**src/rtl/dart_word_tx.sv**
```systemverilog
// dart_word_tx: pops words from a show-ahead FIFO and sends them as UART bytes.
// Frames are 8N1. Define DWT_PARITY_EN for 8E1 frames (even parity bit after the data).
// Line and busy are registered. tx_ack is a combinational pop strobe taken in IDLE.
module dart_word_tx #(
    parameter int WIDTH          = 16,
    parameter int CLKS_PER_BIT   = 434,
    parameter int LOW_BYTE_FIRST = 1
) (
    input  logic             clock,
    input  logic             reset,
    input  logic             enable,
    input  logic [WIDTH-1:0] tx_data,
    input  logic             tx_valid,
    output logic             tx_ack,
    output logic             busy,
    output logic             RS232_TX_DATA
);

    localparam int NBYTES = WIDTH / 8;
    localparam int CW     = $clog2(CLKS_PER_BIT);
    localparam int IW     = (NBYTES > 1) ? $clog2(NBYTES) : 1;

`ifdef DWT_PARITY_EN
    typedef enum logic [2:0] {S_IDLE, S_START, S_DATA, S_PARITY, S_STOP} state_t;
`else
    typedef enum logic [2:0] {S_IDLE, S_START, S_DATA, S_STOP} state_t;
`endif

    state_t           r_state, w_state_nxt;
    logic [CW-1:0]    r_cnt, w_cnt_nxt;
    logic [2:0]       r_bit, w_bit_nxt;
    logic [IW-1:0]    r_idx, w_idx_nxt;
    logic [WIDTH-1:0] r_word, w_word_nxt;
    logic             r_line, w_line_nxt;
    logic             r_busy;
    logic             w_ack;
    logic             w_tc;
    logic [7:0]       w_byte;

    // Byte idx of the word in transmit order.
    function automatic logic [7:0] pick_byte(input logic [WIDTH-1:0] word,
                                             input logic [IW-1:0]    idx);
        logic [7:0] b;
        b = '0;
        for (int k = 0; k < NBYTES; k++) begin
            if (idx == IW'(k)) begin
                if (LOW_BYTE_FIRST != 0) b = word[8*k +: 8];
                else                     b = word[8*(NBYTES-1-k) +: 8];
            end
        end
        return b;
    endfunction

    assign w_tc = (r_cnt == CW'(CLKS_PER_BIT - 1));

    // Next-state logic: bit timer, bit/byte indices, word capture and pop strobe.
    always_comb begin
        w_state_nxt = r_state;
        w_cnt_nxt   = r_cnt;
        w_bit_nxt   = r_bit;
        w_idx_nxt   = r_idx;
        w_word_nxt  = r_word;
        w_ack       = 1'b0;
        if (r_state != S_IDLE) w_cnt_nxt = w_tc ? '0 : r_cnt + CW'(1);
        case (r_state)
            S_IDLE: begin
                if (enable && tx_valid) begin
                    w_ack       = 1'b1;
                    w_word_nxt  = tx_data;
                    w_idx_nxt   = '0;
                    w_bit_nxt   = '0;
                    w_cnt_nxt   = '0;
                    w_state_nxt = S_START;
                end
            end
            S_START: begin
                if (w_tc) begin
                    w_bit_nxt   = '0;
                    w_state_nxt = S_DATA;
                end
            end
            S_DATA: begin
                if (w_tc) begin
                    if (r_bit == 3'd7) begin
`ifdef DWT_PARITY_EN
                        w_state_nxt = S_PARITY;
`else
                        w_state_nxt = S_STOP;
`endif
                    end else begin
                        w_bit_nxt = r_bit + 3'd1;
                    end
                end
            end
`ifdef DWT_PARITY_EN
            S_PARITY: begin
                if (w_tc) w_state_nxt = S_STOP;
            end
`endif
            S_STOP: begin
                if (w_tc) begin
                    if (r_idx != IW'(NBYTES - 1)) begin
                        w_idx_nxt   = r_idx + IW'(1);
                        w_state_nxt = S_START;
                    end else begin
                        w_state_nxt = S_IDLE;
                    end
                end
            end
            default: w_state_nxt = S_IDLE;
        endcase
    end

    // Line level for the coming cycle, derived from the next state so the registered
    // output changes exactly on bit-timer boundaries.
    always_comb begin
        w_byte = pick_byte(w_word_nxt, w_idx_nxt);
        case (w_state_nxt)
            S_START:  w_line_nxt = 1'b0;
            S_DATA:   w_line_nxt = w_byte[w_bit_nxt];
`ifdef DWT_PARITY_EN
            S_PARITY: w_line_nxt = ^w_byte;
`endif
            default:  w_line_nxt = 1'b1;
        endcase
    end

    // State and output registers; reset truncates any frame in flight.
    always_ff @(posedge clock) begin
        if (!reset) begin
            r_state <= S_IDLE;
            r_cnt   <= '0;
            r_bit   <= '0;
            r_idx   <= '0;
            r_word  <= '0;
            r_line  <= 1'b1;
            r_busy  <= 1'b0;
        end else begin
            r_state <= w_state_nxt;
            r_cnt   <= w_cnt_nxt;
            r_bit   <= w_bit_nxt;
            r_idx   <= w_idx_nxt;
            r_word  <= w_word_nxt;
            r_line  <= w_line_nxt;
            r_busy  <= (w_state_nxt != S_IDLE);
        end
    end

    // Pop strobe is suppressed while reset is held so no word is lost to reset.
    assign tx_ack        = w_ack & reset;
    assign busy          = r_busy;
    assign RS232_TX_DATA = r_line;

endmodule
```
**config.mk**
```make
export PLATFORM = sky130hd
export DESIGN_NAME = dart_word_tx
export DESIGN_NICKNAME = d
export VERILOG_FILES = /design/src/rtl/dart_word_tx.sv
export SDC_FILE = /design/constraint.sdc
export NUM_CORES = 1
export LEC_CHECK = 0
export ABC_AREA = 1
export CAP_MARGIN = 20
export CORE_ASPECT_RATIO = 0.5
export CORE_MARGIN = 2
export CORE_UTILIZATION = 45
export DETAILED_ROUTE_END_ITERATION = 8
export MAX_ROUTING_LAYER = met4
export PLACE_DENSITY = 0.67
export SYNTH_ARGS = -nofsm -noshare
export SYNTH_HDL_FRONTEND = slang
export SYNTH_SLANG_ARGS = --single-unit
```
**constraint.sdc**
```tcl
create_clock -name clock -period 2.3 [get_ports clock]
set_input_delay 0.46 -clock clock [delete_from_list [all_inputs] [get_ports clock]]
set_output_delay 0.46 -clock clock [all_outputs]
set_load 0.02 [all_outputs]
```
==> results of run 1 <==
[kinds of logic (layout without fill, tap and decap cells)]
logic type / count (synthesis) / count (layout) / share of synthesized area
and+or+nand+nor: 172 / 172 / 0.416
buffers and inverters: 46 / 83 / 0.105
DFF: 34 / 34 / 0.360
AOI/OAI and AO/OA: 31 / 31 / 0.0927
adders and majority gates: 3 / 3 / 0.0199
other: 1 / 1 / 0.00198
xor gates and xnor gates: 1 / 1 / 0.00463
[state kept, by name (all words and copies together), names as in the netlist]
| signal | flops |
|---|---|
| r_idx | 1 |
| r_bit | 3 |
| r_state | 3 |
| busy | 1 |
| r_cnt | 9 |
| RS232_TX_DATA | 1 |
| r_word | 16 |
[layout by cell type (no fill, tap or decap), drive strengths merged]
cell type / n
nand2: 110
inv: 40
dfxtp: 34
nor2: 29
nand3: 25
clkdlybuf4s50: 21
a21oi: 18
buf: 11
o21ai: 9
nor3: 7
clkbuf: 7
ha: 3
clkinv: 3
a22oi: 1
o211ai: 1
or2: 1
xor2: 1
o22ai: 1
a211oi: 1
dlygate4sd2: 1
conb: 1
[through the flow]
stage / cells / hold slack, ns / util
after floorplan: 288 / 0.438 / -
after global placement: 371 / 0.453 / 0.561
after detailed placement: 371 / 0.463 / 0.561
after CTS: 379 / 0.473 / 0.583
after global routing: 379 / 0.503 / 0.583
final: 379 / 0.472 / 0.583
[area by class of cell]
type                            count  area share
Tap cell                           54      0.0292
Clock inverter                      1     0.00216
Multi-Input combinational cell    208       0.438
Clock buffer                        7      0.0373
Timing Repair Buffer               33       0.130
Sequential cell                    34       0.294
Inverter                           42      0.0687
[Yosys cell counts]
cell      instances  share of area
nand2_1          95           0.19
inv_1            37          0.073
dfxtp_1          34           0.36
nor2_1           25          0.050
nand3_1          24          0.064
a21oi_1          18          0.048
nand2_2          11          0.036
nor3_1            7          0.019
nand2_4           4          0.024
o21ai_1           4          0.011
ha_1              3          0.020
inv_2             3         0.0060
o21ai_2           3          0.014
clkbuf_1          2         0.0040
nor2_2            2         0.0066
o21ai_0           2         0.0053
a211oi_1          1         0.0040
a22oi_1           1         0.0040
buf_12            1          0.011
buf_6             1         0.0060
clkinv_1          1         0.0020
clkinv_2          1         0.0026
conb_1            1         0.0020
nand3_4           1         0.0093
nor2_4            1         0.0060
nor2_8            1          0.011
o211ai_1          1         0.0040
o22ai_1           1         0.0033
or2_2             1         0.0033
xor2_1            1         0.0046
[per-layer routing]
| layer | vias to the layer above | GRT usage |
|---|---|---|
| li1 | 964 | - |
| met1 | 765 | 0.242 |
| met2 | 23 | 0.276 |
| met3 | 6 | 0.0505 |
| met4 | 0 | 0.0643 |
| met5 | - | - |
[final timing paths]
check                           startpoint             to  slack (ns)  cells past startpoint
worst max-delay path                enable         tx_ack        0.24                      6
worst min-delay path            r_word[10]     r_word[10]        0.47                      2
worst max register to register    r_cnt[1]  RS232_TX_DATA        0.39                     16
worst min register to register  r_word[10]     r_word[10]        0.47                      2
[power by group through the flow]
| stage | registers (uW) | logic, uW | clock network (uW) |
|---|---|---|---|
| global placement | 629 | 161 | 0 |
| finish | 617 | 163 | 456 |
| floorplan | 630 | 95.5 | 0 |
| CTS | 617 | 165 | 468 |
| global route | 618 | 185 | 497 |
| detailed placement | 630 | 164 | 0 |
[worst max-delay path, delay by kind of cell]
| family | cells | cell delay [ns] |
|---|---|---|
| AND/OR/NAND/NOR | 3 | 0.20 |
| buffers and inverters | 3 | 0.93 |
==> impl_metrics.ini, run 1 <==
[status]
status = finished, final reports clean

[layout]
n_fill_cell = 377
insertedDiodeCount = 0
drive_gt1_frac = 0.142
nNetsFinal = 347
final_cell_area_um2 = 2310
regArea_um2 = 681
area_growth_pct = 22.3
multiInputGateArea_um2 = 1010

[pwr]
ir_worst_vdd_uv = 311
seqPwrFrac = 0.499
swShare = 0.250
combinationalPowerShare = 0.132
power.leakage_uw = 0.00115
pwr-share-clk = 0.369
p_int_uw = 927
power.switching_uw = 309
p_total_uw = 1240
power_density_nw_per_um2 = 534

[global_route]
grtUsageTotal = 0.185
grt_pass1_vias = 1564
grt_pass1_wl_mm = 6.59
grt_max_degree = 22
grt-ovfl-total = 0
antenna_found_initial = 0

[routing]
firstDrtPassIters = 4
wl_met3_um = 121
vias = 1758
viasPerCell = 4.64
wl_mm = 3.83
drc = 0
wl_per_cell_um = 10.1
ant_nets = 0
wl_met2_mm = 1.65
wl_met1_mm = 2.01
routed.top_layer = met4
drtIter0Drc = 85

[logic_synthesis]
synthCells = 288
synth.distinct_cells = 30
synth_fp_nets = 311
syn_avg_cell_area_um2 = 6.56
ys_seq_elements = 34
synth-seq-area-share = 0.360
yosys_warnings = 0
syn_area_um2 = 1890

[placed_design]
io_buffers = 22
gp_congestion = 0.908
hpwl_mm = 2.96
place_area_um2 = 2220
post-place-ws_ns = -0.0440

[clock_network]
cts_sinks = 34
clock_path_buffers = 2
cts_tree = yes
clk_latency_ns = 0.28
ctsResizeCount = 1
cts-root-buf = clkbuf_8
cts_setup_buffers = 0
h-tree-depth = 2
path_clk_slew_ns = 0.07
numCtsBuffers = 5
cts_hold_buf = 0

[worst_setup_path]
cpPeakStageDelay_ns = 0.53
cp-end-kind = output pin
crit_required_ns = 1.84
path_class = primary input to output pin
start_kind = primary input
crit_slowest_cell = clkdlybuf4s50_1
path_cells = clkdlybuf4s50_1 > nand2_4 > inv_2 > nand3_4 > nor2_1 > dlygate4sd2_1
cp.arrival_ns = 1.60
worst-path-max-fanout = 2

[sta]
skew_ns = 0.00371
grt_setup_unrepaired = false
min_period_ns = 2.06
fin_tns_setup_ns = 0
worst_slack_ns = 0.239
finalSetupViolations = 0
fmax_mhz = 485
final-hold-violation-count = 0
period_share = 0.896
drv_slew = 0

[worst_hold_path]
hp-class = flip-flop to flip-flop

[floorplan]
die_w_um = 95.7
io_pins = 23
core_um2 = 3960
initial_utilization = 0.477
die_h_um = 49.8
die_area_um2 = 4770
rows = 16

[job]
cap_violations = 0
No activity file was read; power rests on OpenSTA's default activity.
==> run 2: changes to the inputs <==
--- a/config.mk
+++ b/config.mk
@@ -9,10 +9,10 @@
 export CAP_MARGIN = 20
 export CORE_ASPECT_RATIO = 0.5
 export CORE_MARGIN = 2
-export CORE_UTILIZATION = 45
+export CORE_UTILIZATION = 55
 export DETAILED_ROUTE_END_ITERATION = 8
 export MAX_ROUTING_LAYER = met4
-export PLACE_DENSITY = 0.67
+export PLACE_DENSITY = 0.79
 export SYNTH_ARGS = -nofsm -noshare
 export SYNTH_HDL_FRONTEND = slang
 export SYNTH_SLANG_ARGS = --single-unit
==> impl_metrics.ini, run 2 (synthesis gave the netlist of run 1 again) <==
[layout]
largest-register = r_word
final_cell_mix = 95 x nand2_1, 37 x inv_1, 34 x dfxtp_1
drive_gt1_frac = 0.128
reg_top3 = r_word: 16 flops, r_cnt: 9 flops
nNetsFinal = 344
insertedDiodeCount = 0
final_cell_area_um2 = 2260
n_fill_cell = 294
layout_commonest_cell = nand2_1
largest_reg_flops = 16
area_growth_pct = 19.4
finish.utilization = 0.720

[sta]
min_period_ns = 2.10
final-hold-violation-count = 0
grt_setup_unrepaired = false
skew_ns = 0.00167
fmax_mhz = 476
drv_slew = 0
finalSetupViolations = 0
worst_slack_ns = 0.200
period_share = 0.913

[placed_design]
gp_congestion = 0.887
place_area_um2 = 2180
io_buffers = 22
hpwl_mm = 2.96
post-place-ws_ns = -0.0765

[floorplan]
die_h_um = 45.5
die_w_um = 86.9
die_area_um2 = 3950
rows = 14
initial_utilization = 0.603
core_um2 = 3140
io_pins = 23

[routing]
firstDrtPassIters = 4
routed.top_layer = met4
ant_nets = 0
wl_met3_um = 166
vias = 1801
drtIter0Drc = 87
wl_mm = 3.94
wl_met1_mm = 1.89
wl_met2_mm = 1.84
viasPerCell = 4.99
wl_per_cell_um = 10.9
drc = 0

[clock_network]
cts-root-buf = clkbuf_8
cts_tree = yes
clock_path_buffers = 2
cts_setup_buffers = 0
path_clk_slew_ns = 0.06
numCtsBuffers = 5
clk_latency_ns = 0.28
h-tree-depth = 2
cts_sinks = 34

[pwr]
power_density_nw_per_um2 = 527
power.leakage_uw = 0.00113
ir_worst_vdd_uv = 338

[global_route]
grt_max_degree = 22
grtUsageTotal = 0.226
grt-ovfl-total = 0
antenna_found_initial = 0
grt_pass1_wl_mm = 6.56
grt_pass1_vias = 1572

[worst_setup_path]
crit_slowest_cell = clkdlybuf4s50_1
worst-path-max-fanout = 4
path_class = primary input to output pin
crit_required_ns = 1.84
worstPathBufferInverterCount = 3
cp.arrival_ns = 1.64
start_kind = primary input
r2r_cells = 16
cpPeakStageDelay_ns = 0.57
path_cells = clkdlybuf4s50_1 > nand2_4 > inv_2 > nand3_4 > nor2_1 > dlygate4sd2_1
cp-end-kind = output pin
cp_top_family = buffers and inverters
cp.depth = 6
r2r_slack_ns = 0.37

[job]
cap_violations = 0

[worst_hold_path]
min_path_cells = 2
hp-class = flip-flop to flip-flop

[status]
status = finished, final reports clean
run 2: changes by cell type in the layout (fill, tap and decap cells not counted):
cell,before,now
clkinv_2,2,1
buf_4,11,8
clkbuf_1,1,2
clkbuf_8,6,5
run 2: per-stage QoR:
stage	hold WS, ns	cells	power (uW)	setup TNS [ns]
6_report	0.463	361	1190	0
5_1_grt	0.495	361	1250	0
4_1_cts	0.466	361	1200	0
3_5_place_dp	0.454	354	791	-0.127
3_3_place_gp	0.454	354	787	-0.0971
2_1_floorplan	0.438	288	725	0
run 2: path summary, 6_finish.rpt:
path                  from            end
setup / recovery    enable         tx_ack
hold / removal    r_cnt[8]       r_cnt[8]
setup reg to reg  r_cnt[0]  RS232_TX_DATA
hold reg to reg   r_cnt[8]       r_cnt[8]
run 2: where the power goes:
part	switching (uW)	internal [uW]	total (uW)
combinational	85.1	76.0	161
sequential	9.61	607	617
clock	203	208	411
total	298	891	1190
run 2: final cells by class:
| type | count | area, um2 | area share |
|---|---|---|---|
| multi-input cells | 208 | 1010 | 0.448 |
| flip-flops and latches | 34 | 681 | 0.302 |
| repair buffers | 30 | 279 | 0.124 |
| inverters | 42 | 159 | 0.0704 |
| clock buffers | 7 | 76.3 | 0.0338 |
| well taps | 40 | 50.0 | 0.0222 |
run 2: layer usage:
| metal | vias to the layer above | track usage |
|---|---|---|
| met5 | - | - |
| met2 | 34 | 0.380 |
| met4 | 0 | 0.0719 |
| met3 | 5 | 0.0598 |
| li1 | 956 | - |
| met1 | 806 | 0.270 |
run 2: worst min-delay path, stage by stage (launching register included):
cell,delay [ns]
dfxtp_1,0.31
inv_1,0.06
a21oi_1,0.05
run 2: what timing repair did:
action | CTS | global route
endpoints found under the hold margin | 0 | 0
hold buffers | 0 | 0
setup endpoints to repair | 1 | 0
gates resized for setup | 1 | 0
